==> src/rtl/plic_pkg.sv <==
// Shared types and defaults for the per-hart PLIC claim stage.
// The arbitration FSM only needs two states: settling and result valid.
package plic_pkg;

    typedef enum logic {
        ST_ARB   = 1'b0,
        ST_VALID = 1'b1
    } plic_state_e;

    localparam int unsigned PLIC_ID_NUM   = 10;
    localparam int unsigned PLIC_PRIO_BIT = 5;
    localparam int unsigned PLIC_ARB_LAT  = 2;
    localparam int unsigned PLIC_CNT_W    = 4;

    localparam logic [PLIC_ID_NUM-1:0] ID_NONE = '0;

    // A winner interrupts only if it exists, is not the reserved id and beats the threshold.
    function automatic logic winner_qualifies(
        input logic req,
        input logic id_is_none,
        input logic prio_above_th
    );
        return req && !id_is_none && prio_above_th;
    endfunction

endpackage

==> src/rtl/plic_settle_cnt.sv <==
// Loadable down-counter that times the arbiter tree settling window.
// done_o flags the last settle cycle; the owner reloads it on every restart.
module plic_settle_cnt
    import plic_pkg::*;
#(
    parameter int unsigned          CNT_W    = PLIC_CNT_W,
    parameter logic [CNT_W-1:0]     LOAD_VAL = CNT_W'(PLIC_ARB_LAT)
) (
    input  logic clk_i,
    input  logic rst_b_i,
    input  logic load_i,
    output logic done_o
);

    logic [CNT_W-1:0] cnt_q;

    always_ff @(posedge clk_i) begin
        if (!rst_b_i || load_i) begin
            cnt_q <= LOAD_VAL;
        end else if (cnt_q != '0) begin
            cnt_q <= cnt_q - 1'b1;
        end
    end

    assign done_o = (cnt_q == CNT_W'(1));

endmodule

==> src/rtl/plic_hart_claim_ctrl.sv <==
// Per-hart stage after the PLIC arbiter tree: waits for the tree to settle, latches
// the winner, raises the hart interrupt, serves claim reads and forwards completions.
module plic_hart_claim_ctrl
    import plic_pkg::*;
#(
    parameter int unsigned ID_NUM   = PLIC_ID_NUM,
    parameter int unsigned PRIO_BIT = PLIC_PRIO_BIT,
    parameter int unsigned ARB_LAT  = PLIC_ARB_LAT
) (
    input  logic                plic_clk,
    input  logic                plicrst_b,
    input  logic                arb_upd,
    input  logic                arb_out_req,
    input  logic [ID_NUM-1:0]   arb_out_id,
    input  logic [PRIO_BIT-1:0] arb_out_prio,
    input  logic [PRIO_BIT-1:0] hart_th,
    input  logic                claim_req,
    output logic                claim_ack,
    output logic [ID_NUM-1:0]   claim_id,
    output logic                pend_clr_vld,
    output logic [ID_NUM-1:0]   pend_clr_id,
    input  logic                cmplt_vld,
    input  logic [ID_NUM-1:0]   cmplt_id,
    output logic                cmplt_clr_vld,
    output logic [ID_NUM-1:0]   cmplt_clr_id,
    output logic                hart_int_req
);

    localparam logic [ID_NUM-1:0]     ID0 = ID_NUM'(ID_NONE);
    localparam logic [PLIC_CNT_W-1:0] LAT = PLIC_CNT_W'(ARB_LAT);

    plic_state_e       state_q, state_d;
    logic              res_vld_q, res_vld_d;
    logic [ID_NUM-1:0] res_id_q, res_id_d;
    logic              hart_int_q, hart_int_d;
    logic              claim_ack_q;
    logic [ID_NUM-1:0] claim_id_q;
    logic              pend_clr_vld_q;
    logic [ID_NUM-1:0] pend_clr_id_q;
    logic              cmplt_clr_vld_q;
    logic [ID_NUM-1:0] cmplt_clr_id_q;

    logic settle_done;
    logic cnt_load;
    logic capture;
    logic claim_accept;

    // The counter stays parked at ARB_LAT outside the settle window so every
    // entry into ARB starts a full window.
    assign cnt_load     = arb_upd || (state_q != ST_ARB) || settle_done;
    assign capture      = (state_q == ST_ARB) && settle_done && !arb_upd;
    assign claim_accept = (state_q == ST_VALID) && claim_req;

    plic_settle_cnt #(
        .CNT_W    (PLIC_CNT_W),
        .LOAD_VAL (LAT)
    ) u_settle_cnt (
        .clk_i   (plic_clk),
        .rst_b_i (plicrst_b),
        .load_i  (cnt_load),
        .done_o  (settle_done)
    );

    always_comb begin
        state_d   = state_q;
        res_vld_d = res_vld_q;
        res_id_d  = res_id_q;
        unique case (state_q)
            ST_ARB: begin
                if (capture) begin
                    state_d   = ST_VALID;
                    res_vld_d = winner_qualifies(arb_out_req,
                                                 arb_out_id == ID0,
                                                 arb_out_prio > hart_th);
                    res_id_d  = arb_out_id;
                end
            end
            ST_VALID: begin
                // A claim consumes the held result even when arb_upd arrives with it.
                if (claim_req || arb_upd) begin
                    state_d = ST_ARB;
                end
            end
            default: state_d = ST_ARB;
        endcase
        hart_int_d = (state_d == ST_VALID) && res_vld_d;
    end

    always_ff @(posedge plic_clk) begin
        if (!plicrst_b) begin
            state_q        <= ST_ARB;
            res_vld_q      <= 1'b0;
            res_id_q       <= ID0;
            hart_int_q     <= 1'b0;
            claim_ack_q    <= 1'b0;
            claim_id_q     <= ID0;
            pend_clr_vld_q <= 1'b0;
            pend_clr_id_q  <= ID0;
        end else begin
            state_q        <= state_d;
            res_vld_q      <= res_vld_d;
            res_id_q       <= res_id_d;
            hart_int_q     <= hart_int_d;
            claim_ack_q    <= claim_accept;
            claim_id_q     <= (claim_accept && res_vld_q) ? res_id_q : ID0;
            pend_clr_vld_q <= claim_accept && res_vld_q;
            pend_clr_id_q  <= (claim_accept && res_vld_q) ? res_id_q : ID0;
        end
    end

    always_ff @(posedge plic_clk) begin
        if (!plicrst_b) begin
            cmplt_clr_vld_q <= 1'b0;
            cmplt_clr_id_q  <= ID0;
        end else begin
            cmplt_clr_vld_q <= cmplt_vld && (cmplt_id != ID0);
            cmplt_clr_id_q  <= (cmplt_vld && (cmplt_id != ID0)) ? cmplt_id : ID0;
        end
    end

    assign claim_ack     = claim_ack_q;
    assign claim_id      = claim_id_q;
    assign pend_clr_vld  = pend_clr_vld_q;
    assign pend_clr_id   = pend_clr_id_q;
    assign cmplt_clr_vld = cmplt_clr_vld_q;
    assign cmplt_clr_id  = cmplt_clr_id_q;
    assign hart_int_req  = hart_int_q;

endmodule

==> config.mk <==
export PLATFORM = sky130hd
export DESIGN_NAME = plic_hart_claim_ctrl
export DESIGN_NICKNAME = d
export VERILOG_FILES = /design/src/rtl/plic_pkg.sv /design/src/rtl/plic_settle_cnt.sv /design/src/rtl/plic_hart_claim_ctrl.sv
export SDC_FILE = /design/constraint.sdc
export NUM_CORES = 1
export LEC_CHECK = 0
export BUFFER_PORTS_ARGS = -buffer_cell sky130_fd_sc_hd__buf_2
export CORE_UTILIZATION = 41
export DETAILED_ROUTE_END_ITERATION = 10
export PLACE_DENSITY = 0.72
export SLEW_MARGIN = 20
export SYNTH_ARGS = -nofsm -noshare
export SYNTH_HDL_FRONTEND = slang
export SYNTH_SLANG_ARGS = --single-unit
export TNS_END_PERCENT = 1
==> constraint.sdc <==
create_clock -name plic_clk -period 1.4 [get_ports plic_clk]
set_input_delay 0.07 -clock plic_clk [delete_from_list [all_inputs] [get_ports plic_clk]]
set_output_delay 0.07 -clock plic_clk [all_outputs]
set_load 0.01 [all_outputs]
==> results.py <==
metrics = {
    "final_layout": {
        "utilization_pct": 56.7,
        "drive_above_1_share_pct": 38.1,
        "area_delta_synth_final_pct": 33.3,
        "antennaDiodeCount": 0,
        "stdcell_count": 287,
        "finalNetCount": 283,
    },
    "synthesis": {
        "synth.avg_cell_area_sq_um": 9.32,
        "syn_area_sq_mm": 0.00156,
        "ys_ff_latch": 40,
        "synth.distinct_cells": 26,
        "ys_seq_area_share_pct": 51.4,
        "synth_fp_nets": 211,
        "netlist_instances": 167,
        "ys_warn_count": 0,
    },
    "hold_path": {
        "hold_start": "cmplt_id[7]",
        "hold_depth": 2,
        "hold_path_end": "cmplt_clr_id[7]",
        "hold_class": "input pin to flop",
    },
    "setup_path": {
        "r2r_setup_slack_ps": -120,
        "rr_worst_depth": 7,
        "worstSetupPathType": "flop to flop",
        "crit_path_end_kind": "flop",
        "cp.arrival_ps": 1750,
        "r2r-end": "hart_int_req",
        "worstPathMaxFanout": 3,
        "crit_path_start_kind": "flop",
        "timing.rr.start": "u_settle_cnt.cnt_q[1]",
        "crit_required_ps": 1630,
    },
    "floorplanning": {
        "die_area_sq_mm": 0.00405,
        "core_sq_mm": 0.00366,
        "io_pins": 70,
        "fp-row-count": 22,
        "start_util_pct": 42.5,
        "dieHeight_um": 63.6,
        "die_w_um": 63.6,
    },
    "outcome": {
        "status": "finished with violations",
        "violations": "setup timing",
    },
    "clocking": {
        "cts_buffer_depth": 2,
        "clkSinkCount": 40,
        "cts_tree": "built",
        "cts-buffers-inserted": 5,
        "cts_root_buffer": "clkbuf_8",
        "clkTransAtPathRegs_ps": 70,
        "post-cts-setup-buffer-count": 0,
        "h-tree-depth": 2,
        "clkLatencyLatePin_ps": 280,
    },
    "power_and_ir_drop": {
        "pwr-share-seq_pct": 56.5,
        "p_switching_uw": 460,
        "p_sw_share_pct": 22.2,
        "irDropWorstVdd_mv": 0.604,
        "internal-power_mw": 1.62,
        "power_frac_comb_pct": 10.6,
        "p_clk_share_pct": 32.9,
        "cellPowerDensity_mw_per_mm2": 1000,
        "leakage_nw": 1.05,
    },
    "detailed_routing": {
        "ant_nets": 0,
        "drtIter0Drc": 45,
        "drtPass1Iterations": 6,
        "vias": 1316,
        "avgViaCountPerCell": 4.59,
        "wire_per_inst_um": 10.4,
        "drc": 0,
        "routed_wl_mm": 3.00,
    },
    "sta": {
        "worstMarginPinSlew_ps": 409,
        "skew_ps": 6.08,
        "hold_viol_final": 0,
        "min_period_over_period_pct": 109,
        "rsz0062_at_grt": "true",
        "tns_ps": -1080,
        "setup_viol": 12,
        "timing.fmax_mhz": 656,
        "setup_slack_ps": -125,
        "slew_headroom_pct": 72.5,
        "maxSlewViolCount": 0,
        "final.min_clock_period_ps": 1520,
    },
    "placement": {
        "portBuffers": 69,
        "dp_hpwl_mm": 2.14,
        "preCtsSetupSlack_ps": -156,
        "dp_cells": 274,
        "gp_congestion": 0.805,
    },
    "grt": {
        "grt_pass1_wl_mm": 4.95,
        "grt_antenna_before_repair": 0,
        "gr-usage-all-layers_pct": 15.8,
        "grt_max_degree": 16,
        "grt_overflow": 0,
        "grt_pass1_vias": 1221,
    },
    "flow_run": {
        "cap_violations": 0,
    },
}
## cells in the mapped netlist, drive strengths merged
cell type	n	area (sq um)
nor4	4	25.0
nor2	8	30.0
nand3	4	20.0
nor3	2	15.0
and3	11	68.8
or3b	1	8.76
inv	8	30.0
dfxtp	40	801
or3	1	6.26
a21boi	11	82.6
ha	8	100
clkbuf	5	18.8
nand2b	1	6.26
o21ai	4	20.0
a21oi	2	10.0
a31oi	2	12.5
mux2	1	11.3
nand2	27	101
and2	13	81.3
o2111ai	1	8.76
a21o	1	7.51
xnor2	1	8.76
buf	11	82.6
## critical path, stage by stage (launching register included)
cell and delay, ps:
dfxtp_2 330, inv_2 70, ha_4 120, or3b_4 390
nor3_4 160, o2111ai_1 130, o21ai_1 150, and2_1 130
## registers in the layout (all words and copies together) (netlist names), 4 cells and up
| name | cells |
|---|---|
| res_id_q | 10 |
| pend_clr_id | 10 |
| u_settle_cnt.cnt_q | 4 |
| cmplt_clr_id | 10 |
## cell families (layout without fill, tap and decap cells)
family,after synthesis,in the layout,share of synthesized area (%)
AND/OR/NAND/NOR,72,72,23.3
flip-flops,40,40,51.4
buffers and inverters,24,96,8.44
AO/OA/AOI/OAI,21,21,9.08
adder cells (fa/ha/maj),8,8,6.43
XOR/XNOR,1,1,0.563
multiplexers,1,1,0.723
## cells in the final DEF, fill, tap and decap left out, drive strengths merged
| cell type | netlist | final |
|---|---|---|
| and3 | 11 | 11 |
| ha | 8 | 8 |
| dlygate4sd3 | 0 | 5 |
| a31oi | 2 | 2 |
| or3 | 1 | 1 |
| o2111ai | 1 | 1 |
| a21boi | 11 | 11 |
| mux2 | 1 | 1 |
| nor3 | 2 | 2 |
| nand3 | 4 | 4 |
| clkinv | 0 | 1 |
| nor2 | 8 | 8 |
| xnor2 | 1 | 1 |
| or3b | 1 | 1 |
| nor4 | 4 | 4 |
| a21o | 1 | 1 |
| a21oi | 2 | 2 |
| nand2b | 1 | 1 |
| nand2 | 27 | 27 |
| inv | 8 | 8 |
| and2 | 13 | 13 |
| o21ai | 4 | 4 |
| dfxtp | 40 | 40 |
| buf | 11 | 76 |
| clkbuf | 5 | 6 |
## stage by stage
step | cell area [sq um] | total power, mW | hold WS (ps)
finish | 2070 | 2.08 | 8.28
global route | 2070 | 2.18 | 0.810
CTS | 2060 | 2.11 | 1.50
detailed placement | 1920 | 1.40 | 292
global placement | 1920 | 1.40 | 287
floorplan | 1570 | 1.31 | 192
## per-layer routing
metal / vias to the layer above / GRT usage (%) / wire length [um]
met4: 0 / 9.94 / 80
met5: - / 0 / 0
li1: 681 / - / -
met3: 7 / 3.44 / 139
met2: 47 / 28.2 / 1480
met1: 581 / 16.5 / 1290
## cell type report
cell class                      instances  area, sq um
Multi-Input combinational cell        103          658
Fill cell                             350         1590
Clock inverter                          1         5.00
Inverter                                8         30.0
Sequential cell                        40          803
Clock buffer                            6         72.6
Timing Repair Buffer                   81          445
Tap cell                               48         60.1
## power groups by stage
stage               sequential [mW]  clock, mW  combinational, mW
CTS                            1.17      0.717              0.219
global placement               1.20          0              0.204
floorplan                      1.21          0             0.0981
global route                   1.18      0.762              0.247
detailed placement             1.20          0              0.204
finish                         1.17      0.683              0.220
## timing repair
| action | CTS | global route |
|---|---|---|
| cloned | 1 | 0 |
| gates resized for setup | 3 | 2 |
| endpoints found under the setup margin | 12 | 22 |
| hold endpoints to repair | 5 | 0 |
| pin swaps | 1 | 0 |
| hold buffers | 5 | 0 |
## worst max-delay path by stage
stage                           from            to  slack [ps]  cells past startpoint
6_report       u_settle_cnt.cnt_q[1]  hart_int_req        -120                      7
5_1_grt        u_settle_cnt.cnt_q[1]  hart_int_req        -280                      7
4_1_cts        u_settle_cnt.cnt_q[1]  hart_int_req        -130                      7
3_5_place_dp   u_settle_cnt.cnt_q[1]  hart_int_req        -160                      7
3_3_place_gp   u_settle_cnt.cnt_q[1]   res_id_q[0]         -90                      7
2_1_floorplan  u_settle_cnt.cnt_q[1]     res_vld_q         -50                      7
(Power assumes the default switching activity.)
